## config.mk

```make
export PLATFORM = sky130hd
export DESIGN_NAME = pipe_ctrl
export DESIGN_NICKNAME = d
export VERILOG_FILES = /design/src/rtl/pipe_ctrl.sv
export SDC_FILE = /design/constraint.sdc
export NUM_CORES = 1
export LEC_CHECK = 0
export CAP_MARGIN = 5
export CORE_MARGIN = 10
export CORE_UTILIZATION = 40
export CTS_CLUSTER_DIAMETER = 150
export CTS_CLUSTER_SIZE = 12
export DETAILED_ROUTE_END_ITERATION = 12
export PLACE_DENSITY = 0.69
export SYNTH_ARGS = -nofsm -noshare
export SYNTH_HDL_FRONTEND = slang
export SYNTH_SLANG_ARGS = --single-unit
```

## constraint.sdc

```tcl
create_clock -name clk -period 2.7 [get_ports clk]
set_input_delay 0.27 -clock clk [delete_from_list [all_inputs] [get_ports clk]]
set_output_delay 0.27 -clock clk [all_outputs]
set_load 0.02 [all_outputs]
```

## src/rtl/pipe_ctrl.sv

```systemverilog
// pipe_ctrl: stall / flush / redirect controller for the 5-stage pipeline.
//
// Merges per-stage stall requests into one stall vector, sequences PC
// redirection for taken branches and exceptions, and runs a watchdog on
// long stalls.
//
// Ports
//   clk, rst            clock; synchronous active-high reset
//   stallreq_if_i       fetch wait
//   stallreq_id_i       load-use hazard
//   stallreq_ex_i       multi-cycle EX op busy
//   stallreq_mem_i      data memory wait
//   branch_flag_i       taken branch resolved in ID (one-cycle pulse)
//   branch_target_i     branch target, valid with branch_flag_i
//   exc_flag_i          exception committed in MEM
//   stall_o             per-stage hold {wb,mem,ex,id,if,pc}
//   flush_o             clear all pipeline registers (exceptions only)
//   pc_redirect_o       next PC := pc_target_o (combinational)
//   pc_target_o         redirect address
//   stall_timeout_o     watchdog flag (registered)
//   dbg_state_o         1 while a branch target is parked (HOLD_BR)
//
// Handshake: pc_redirect_o/pc_target_o are a zero-latency request to the PC
// mux; the PC loads the target on the next clk edge. A redirect is never
// raised while stall_o[0] holds the PC, so it is always accepted.
module pipe_ctrl #(
    parameter int                ADDR_W     = 32,
    parameter logic [ADDR_W-1:0] EXC_VECTOR = ADDR_W'(32'h0000_0020),
    parameter int                STALL_TMO  = 255
) (
    input  logic              clk,
    input  logic              rst,
    input  logic              stallreq_if_i,
    input  logic              stallreq_id_i,
    input  logic              stallreq_ex_i,
    input  logic              stallreq_mem_i,
    input  logic              branch_flag_i,
    input  logic [ADDR_W-1:0] branch_target_i,
    input  logic              exc_flag_i,
    output logic [5:0]        stall_o,
    output logic              flush_o,
    output logic              pc_redirect_o,
    output logic [ADDR_W-1:0] pc_target_o,
    output logic              stall_timeout_o,
    output logic              dbg_state_o
);

    typedef enum logic {
        RUN     = 1'b0,
        HOLD_BR = 1'b1
    } state_t;

    localparam logic [15:0] TMO = 16'(STALL_TMO);

    state_t            r_state;
    logic [ADDR_W-1:0] r_br_tgt;
    logic [15:0]       r_stall_cnt;
    logic              r_timeout;

    logic [5:0]        w_stall;
    logic              w_hold_pc;
    logic              w_redirect;
    logic [ADDR_W-1:0] w_target;
    logic [15:0]       w_cnt_next;

    // Stall vector: a request from a stage holds that stage and everything
    // upstream of it. An exception overrides all stalls so the flush and
    // redirect take effect immediately.
    always_comb begin
        w_stall = 6'b000000;
        if (!rst && !exc_flag_i) begin
            if (stallreq_mem_i)     w_stall = 6'b011111;
            else if (stallreq_ex_i) w_stall = 6'b001111;
            else if (stallreq_id_i) w_stall = 6'b000111;
            else if (stallreq_if_i) w_stall = 6'b000011;
        end
    end

    assign w_hold_pc = w_stall[0];

    // Redirect request. A fresh branch in the HOLD_BR exit cycle is younger
    // than the parked target, so it takes precedence.
    always_comb begin
        w_redirect = 1'b0;
        w_target   = '0;
        if (!rst) begin
            if (exc_flag_i) begin
                w_redirect = 1'b1;
                w_target   = EXC_VECTOR;
            end else if (!w_hold_pc) begin
                if (branch_flag_i) begin
                    w_redirect = 1'b1;
                    w_target   = branch_target_i;
                end else if (r_state == HOLD_BR) begin
                    w_redirect = 1'b1;
                    w_target   = r_br_tgt;
                end
            end
        end
    end

    // Watchdog counter: saturating, cleared by any unstalled cycle (which
    // includes every exception cycle, since exceptions zero the vector).
    always_comb begin
        if (w_stall == 6'b000000)       w_cnt_next = 16'd0;
        else if (r_stall_cnt == 16'hFFFF) w_cnt_next = r_stall_cnt;
        else                            w_cnt_next = r_stall_cnt + 16'd1;
    end

    always_ff @(posedge clk) begin
        if (rst) begin
            r_state     <= RUN;
            r_br_tgt    <= '0;
            r_stall_cnt <= 16'd0;
            r_timeout   <= 1'b0;
        end else begin
            r_stall_cnt <= w_cnt_next;
            r_timeout   <= (w_cnt_next >= TMO);
            if (exc_flag_i) begin
                r_state  <= RUN;
                r_br_tgt <= '0;
            end else begin
                case (r_state)
                    RUN: begin
                        if (branch_flag_i && w_hold_pc) begin
                            r_br_tgt <= branch_target_i;
                            r_state  <= HOLD_BR;
                        end
                    end
                    HOLD_BR: begin
                        if (w_hold_pc) begin
                            if (branch_flag_i) r_br_tgt <= branch_target_i;
                        end else begin
                            r_state <= RUN;
                        end
                    end
                    default: r_state <= RUN;
                endcase
            end
        end
    end

    assign stall_o         = w_stall;
    assign flush_o         = !rst && exc_flag_i;
    assign pc_redirect_o   = w_redirect;
    assign pc_target_o     = w_target;
    assign stall_timeout_o = r_timeout;
    assign dbg_state_o     = (r_state == HOLD_BR);

endmodule

```

==> reports/qor.yml <==
wl_per_cell_um: 13.8
maxUsedRoutingLayer: "met4"
ys_seq_area_frac: 0.359
holdBufCountCts: 0
cts_resized: 0
areaGrowthSynthToFinish_pct: 32.1
timing.setup.tns_ns: 0
power.leakage_uw: 0.00120
drc: 0
finalNetCount: 522
hp-class: "reg2reg"
numPortBuffers: 80
dp_hpwl_mm: 5.74
ys_types: 44
gp_congestion: 0.876
setup_ws_ns: 0.187
critPathKind: "in2out"
clkTransAtPathRegs_ns: 0.08
worst-path-max-fanout: 31
status: "complete, no violations"
worst_setup_path_start_kind: "input port"
hold_slack_ns: 0.458
drv_slew: 0
skew_ns: 0.00946
end_kind: "output port"
n_antenna_cell: 0
start_util: 0.410
rsz0062_at_grt: "false"
min_path_cells: 2
worstReg2RegEnd: "stall_timeout_o$_SDFF_PP0_"
clockRootBuffer: "clkbuf_8"
regArea_sq_um: 1000
cts_buffers: 5
hp-start: "r_br_tgt[28]$_SDFFE_PN0P_"
wl_met2_mm: 3.67
cp_num_buf_inv: 3
routed-wl-met3_um: 779
tightest_slew_ns: 0.562
yosys_register_bits: 50
die_area_sq_um: 10700
dr.pass1.iters: 4
cap_violations: 0
fin_crit_sh: 0.931
clockBufferDepth: 2
syn_area_sq_um: 2790
post-place-ws_ns: 0.179
overflow: 0
die_h_um: 103
slowest_stage: "clkdlybuf4s50_1"
setup_viol: 0
wl_mm: 7.96
max_freq_mhz: 398
p_per_area_nw_per_um2: 370
reg2reg_from: "r_stall_cnt[0]$_SDFF_PP0_"
cts.htree.levels: 2
critPathMostFrequentCell: "clkdlybuf4s50_1"
drive_gt1_frac: 0.0478
drt_iter0_markers: 104
io_pins: 82
hold_viol_final: 0
antenna_found_initial: 0
yosysWarnings: 0
dr_total_vias: 2976
ant_nets: 0
core_area_sq_um: 6790
cts.sinks: 50
track_usage: 0.146
syn-instance-count: 417
cts_tree: "done"
synthesis.nets: 458
maxSlewHeadroom: 0.625
post_cts_buffers: 0
grt_pass1_wl_mm: 12.8
holdPathEnd: "r_br_tgt[28]$_SDFFE_PN0P_"
r2r_setup_slack_ns: 0.66
synth_area_per_cell_sq_um: 6.69
grt_max_degree: 37
grt_pass1_vias: 2721
fillers: 662
vdd_ir_drop_max_mv: 0.158
critical_path_arrival_ns: 2.24
viasPerCell: 5.16
period_minus_slack_ns: 2.51
crit_chain: "clkdlybuf4s50_1, nor4_1, nand2b_1, buf_4, nor2_1, clkdlybuf4s50_1"
critPathTopFamily: "buffers and inverters"
required_ns: 2.43
fin_util: 0.542
wl_met1_mm: 3.42
cp_slowest_stage_delay_ns: 0.64
die-width_um: 103
multi_input_area_sq_um: 1560
reg2reg_depth: 7
clk_latency_ns: 0.30
row_count: 30
[worst min-delay path, stage by stage (launching register included)]
cell	delay, ns
dfxtp_1	0.32
nand2_1	0.05
a21oi_1	0.05
[sequential cells by signal, indices dropped and copies added, names as in the netlist]
signal,count
r_stall_cnt,16
r_br_tgt,32
stall_timeout_o,1
dbg_state_o,1
[power breakdown]
| group | switching [uW] | internal, uW | total, uW |
|---|---|---|---|
| Sequential | 8.22 | 745 | 754 |
| Combinational | 100 | 93.8 | 194 |
| Clock | 237 | 179 | 417 |
| Total | 346 | 1020 | 1360 |
[placed cells by master (no fill, tap or decap), types with 2 or more instances in the layout]
cell | Yosys | final
inv_1 | 7 | 7
or2_1 | 1 | 2
a31oi_1 | 6 | 6
xnor2_1 | 3 | 3
xor2_1 | 2 | 2
nand2_1 | 101 | 101
nor4_1 | 3 | 3
and2_1 | 5 | 5
nor2_1 | 76 | 76
dfxtp_1 | 50 | 50
nor3_1 | 5 | 5
o21ai_0 | 3 | 3
and4_1 | 4 | 4
buf_4 | 3 | 11
nand4_1 | 6 | 6
clkbuf_1 | 16 | 2
clkdlybuf4s50_1 | 0 | 79
a211oi_1 | 4 | 4
and3_1 | 3 | 3
a21oi_1 | 73 | 73
clkbuf_8 | 0 | 5
a41oi_1 | 3 | 3
nand3_1 | 8 | 8
[how the worst max path moves through the flow]
stage | slack, ns | to | from | cells after the start
after floorplan | 0.79 | stall_timeout_o$_SDFF_PP0_ | r_stall_cnt[1]$_SDFF_PP0_ | 8
after global placement | 0.18 | pc_target_o[0] | stallreq_id_i | 6
after detailed placement | 0.18 | pc_target_o[0] | rst | 6
after CTS | 0.17 | pc_target_o[0] | stallreq_id_i | 6
after global routing | 0.08 | pc_target_o[24] | stallreq_id_i | 6
final | 0.19 | pc_target_o[24] | stallreq_id_i | 6
[stage by stage]
step	cell area [sq um]	std cells	total power, uW
6_report	3680	577	1360
4_1_cts	3680	577	1380
3_3_place_gp	3610	570	965
5_1_grt	3680	577	1420
2_1_floorplan	2790	417	868
3_5_place_dp	3610	570	966
[cells in the mapped netlist, drive strengths merged]
| cell | number | share of area |
|---|---|---|
| a31oi | 6 | 0.013 |
| xnor2 | 3 | 0.0094 |
| o21ai | 4 | 0.0072 |
| nand4 | 6 | 0.013 |
| nor3 | 5 | 0.0090 |
| and4 | 4 | 0.013 |
| ha | 1 | 0.0045 |
| and4bb | 1 | 0.0045 |
| o211ai | 1 | 0.0045 |
| or2 | 2 | 0.0045 |
| inv | 8 | 0.012 |
| nor2b | 1 | 0.0022 |
| and2 | 5 | 0.011 |
| clkbuf | 17 | 0.023 |
| o41a | 1 | 0.0040 |
| and3 | 3 | 0.0067 |
| a211o | 1 | 0.0031 |
| a22o | 1 | 0.0031 |
| o21a | 1 | 0.0027 |
| and3b | 1 | 0.0031 |
| a22oi | 1 | 0.0027 |
| a21oi | 73 | 0.13 |
| nor2 | 76 | 0.10 |
| xor2 | 2 | 0.0063 |
| conb | 1 | 0.0013 |
| nor4 | 4 | 0.011 |
| nand3 | 8 | 0.014 |
| buf | 18 | 0.048 |
| nand2 | 102 | 0.14 |
| dfxtp | 50 | 0.36 |
| a311oi | 2 | 0.0085 |
| a41oi | 3 | 0.0094 |
| a211oi | 4 | 0.011 |
| nand2b | 1 | 0.0022 |
[layout make-up]
type / count / share of cell area
flip-flops and latches: 50 / 0.272
clock buffers: 7 / 0.0207
multi-input cells: 324 / 0.422
inverters: 8 / 0.00883
repair buffers: 92 / 0.244
well taps: 96 / 0.0326
[cells by family after synthesis]
family / synth area share
buffers and inverters: 0.0830
adders and majority gates: 0.00449
other: 0.00135
DFF: 0.359
AOI/OAI and AO/OA: 0.201
and+or+nand+nor: 0.336
xor gates and xnor gates: 0.0157
[routing by layer]
layer,GRT usage,vias up
met1,0.172,1360
met4,0.0417,0
met5,0,-
met2,0.234,88
met3,0.0651,9
li1,-,1519
(Power assumes the default switching activity.)
==> RTL edit, RTL diff (config.mk and constraints unchanged) <==
Change the parameter `ADDR_W` from 32 to 40.
--- a/src/rtl/pipe_ctrl.sv
+++ b/src/rtl/pipe_ctrl.sv
@@ -24,7 +24,7 @@
 // mux; the PC loads the target on the next clk edge. A redirect is never
 // raised while stall_o[0] holds the PC, so it is always accepted.
 module pipe_ctrl #(
-    parameter int                ADDR_W     = 32,
+    parameter int                ADDR_W     = 40,
     parameter logic [ADDR_W-1:0] EXC_VECTOR = ADDR_W'(32'h0000_0020),
     parameter int                STALL_TMO  = 255
 ) (
Ports: changed (resized branch_target_i and pc_target_o); port bits go from 82 to 98. No check against the original RTL was run, so the function may have changed too.
==> RTL edit against the original RTL <==
  * Wire length is 23% higher
  * Synthesized area increased by 18%
  * Sequential power rose by 16%
  * Die area up 15%
  * Design area grew 22%
  * Sequential cell count is 8 higher
  * Setup slack got worse by 54 ps
  * Total power up 39%
  * Combinational power up 24%
==> RTL edit: results (changes against the original RTL) <==
- The first-pass GRT wire length is 16100 µm (was 12800 µm).
- Worst reg-to-reg setup slack: 520 ps (was 660 ps)
- Via count of the first global-routing pass: 3329 (was 2721)
- The count of cell types in the netlist came to 47 (was 44).
- Routed WL: 9770 µm (was 7960 µm)
* Max IR drop VDD: 229 µV (was 158 µV)
- Critical path capture point: pc_target_o[36] (was pc_target_o[24])
- The number of buffers created by CTS is 9 (was 5).
- Routability cong.: 0.880 (was 0.876)
* Iter 0 DRT Violations: 204 (was 104)
- The maximum net fanout on the critical path is 23 (was 31).
* Overall track demand over capacity in global routing: 15.3% (was 14.6%)
- Pre-CTS WS: 203 ps (was 179 ps)
* Average cell area after synthesis: 6.59 µm² (was 6.69 µm²)
- The clock latency of the later-clocked register in the worst-skew pair was 340 ps (was 300 ps).
* Sequential cell area fraction in the yosys report: 35.2% (was 35.9%)
- Final std cells w/o fill: 690 (was 577)
- The number of nets in the synthesized netlist is 549 (was 458).
- The leakage power was 1.55 nW (was 1.20 nW).
* Most area-consuming cells after synthesis: dfxtp_1 35%, nand2_1 15%, a21oi_1 13%, nor2_1 11%, clkbuf_1 2.5% (was dfxtp_1 36%, nand2_1 14%, a21oi_1 13%, nor2_1 10%, buf_6 2.4%)
* Run status: finished clean (unchanged)
- Most used standard cells in the synthesized netlist: 130 x nand2_1, 99 x nor2_1, 88 x a21oi_1 (was 101 x nand2_1, 76 x nor2_1, 73 x a21oi_1).
- The number of nets in the finished design is 629 (was 522).
- The number of H-tree branching levels was 3 (was 2).
* Layout Skew: 5.55 ps (was 9.46 ps)
- Count of buffers from port buffering: 96 (was 80)
- The HPWL after detailed placement came to 7180 µm (was 5740 µm).
RTL edit: changes by cell type in the layout (fill, tap and decap cells not counted), moves of 3 or more:
| cell | unedited run | this run |
|---|---|---|
| a21oi_1 | 73 | 88 |
| nor3_1 | 5 | 10 |
| and4_1 | 4 | 1 |
| a41oi_1 | 3 | 0 |
| clkdlybuf4s50_1 | 79 | 95 |
| clkinv_2 | 0 | 3 |
| dfxtp_1 | 50 | 58 |
| nor2_1 | 76 | 99 |
| a211oi_1 | 4 | 1 |
| nand2_1 | 101 | 130 |
| clkbuf_8 | 5 | 9 |
RTL edit: how the worst min path moves through the flow:
stage / endpoint / depth (start not counted) / from / slack [ps]
2_1_floorplan: r_br_tgt[0] / 2 / branch_target_i[0] / 410
4_1_cts: r_br_tgt[20] / 2 / r_br_tgt[20] / 460
6_report: r_br_tgt[6] / 2 / r_br_tgt[6] / 450
3_5_place_dp: r_br_tgt[6] / 2 / r_br_tgt[6] / 450
3_3_place_gp: r_br_tgt[33] / 2 / r_br_tgt[33] / 440
5_1_grt: r_br_tgt[30] / 2 / r_br_tgt[30] / 480
RTL edit: cells by family (layout without fill, tap and decap cells):
group,Yosys count,in the layout,share of synthesized area (%)
and+or+nand+nor,275,275,36.4
AOI/OAI and AO/OA,108,108,17.7
DFF,58,58,35.2
buffers and inverters,49,134,7.86
xor gates and xnor gates,5,5,1.33
muxes,3,3,0.949
adders and majority gates,1,1,0.380
other,1,1,0.114
RTL edit: area by class of cell:
class,instances,area [µm²]
Inverter,7,26.3
Multi-Input combinational cell,393,1880
Timing Repair Buffer,111,1110
Tap cell,105,131
Clock buffer,9,124
Clock inverter,7,70.1
Sequential cell,58,1160
Fill cell,805,3640
RTL edit: worst max-delay path, cell delays in order:
cell and delay, ps:
clkdlybuf4s50_1 440, nor4_2 420, nand2b_1 150, buf_4 250, nor2_1 140, clkdlybuf4s50_1 630
RTL edit: where the power goes:
group / internal, mW / switching, mW / leakage [nW]
clock network: 0.423 / 0.362 / 0.0990
logic: 0.117 / 0.124 / 0.987
registers: 0.866 / 0.00725 / 0.468
RTL edit: per-layer routing:
layer / part of all wire [%] / global-route usage, %
met5: 0 / 0
met4: 1.5 / 5.90
met3: 5.9 / 3.46
met2: 49 / 26.4
met1: 43 / 17.9
RTL edit: through the flow:
stage,util (%),instance area [µm²]
floorplan,-,3300
global placement,52.9,4300
detailed placement,52.9,4300
CTS,55.3,4490
global route,55.3,4490
finish,55.3,4490
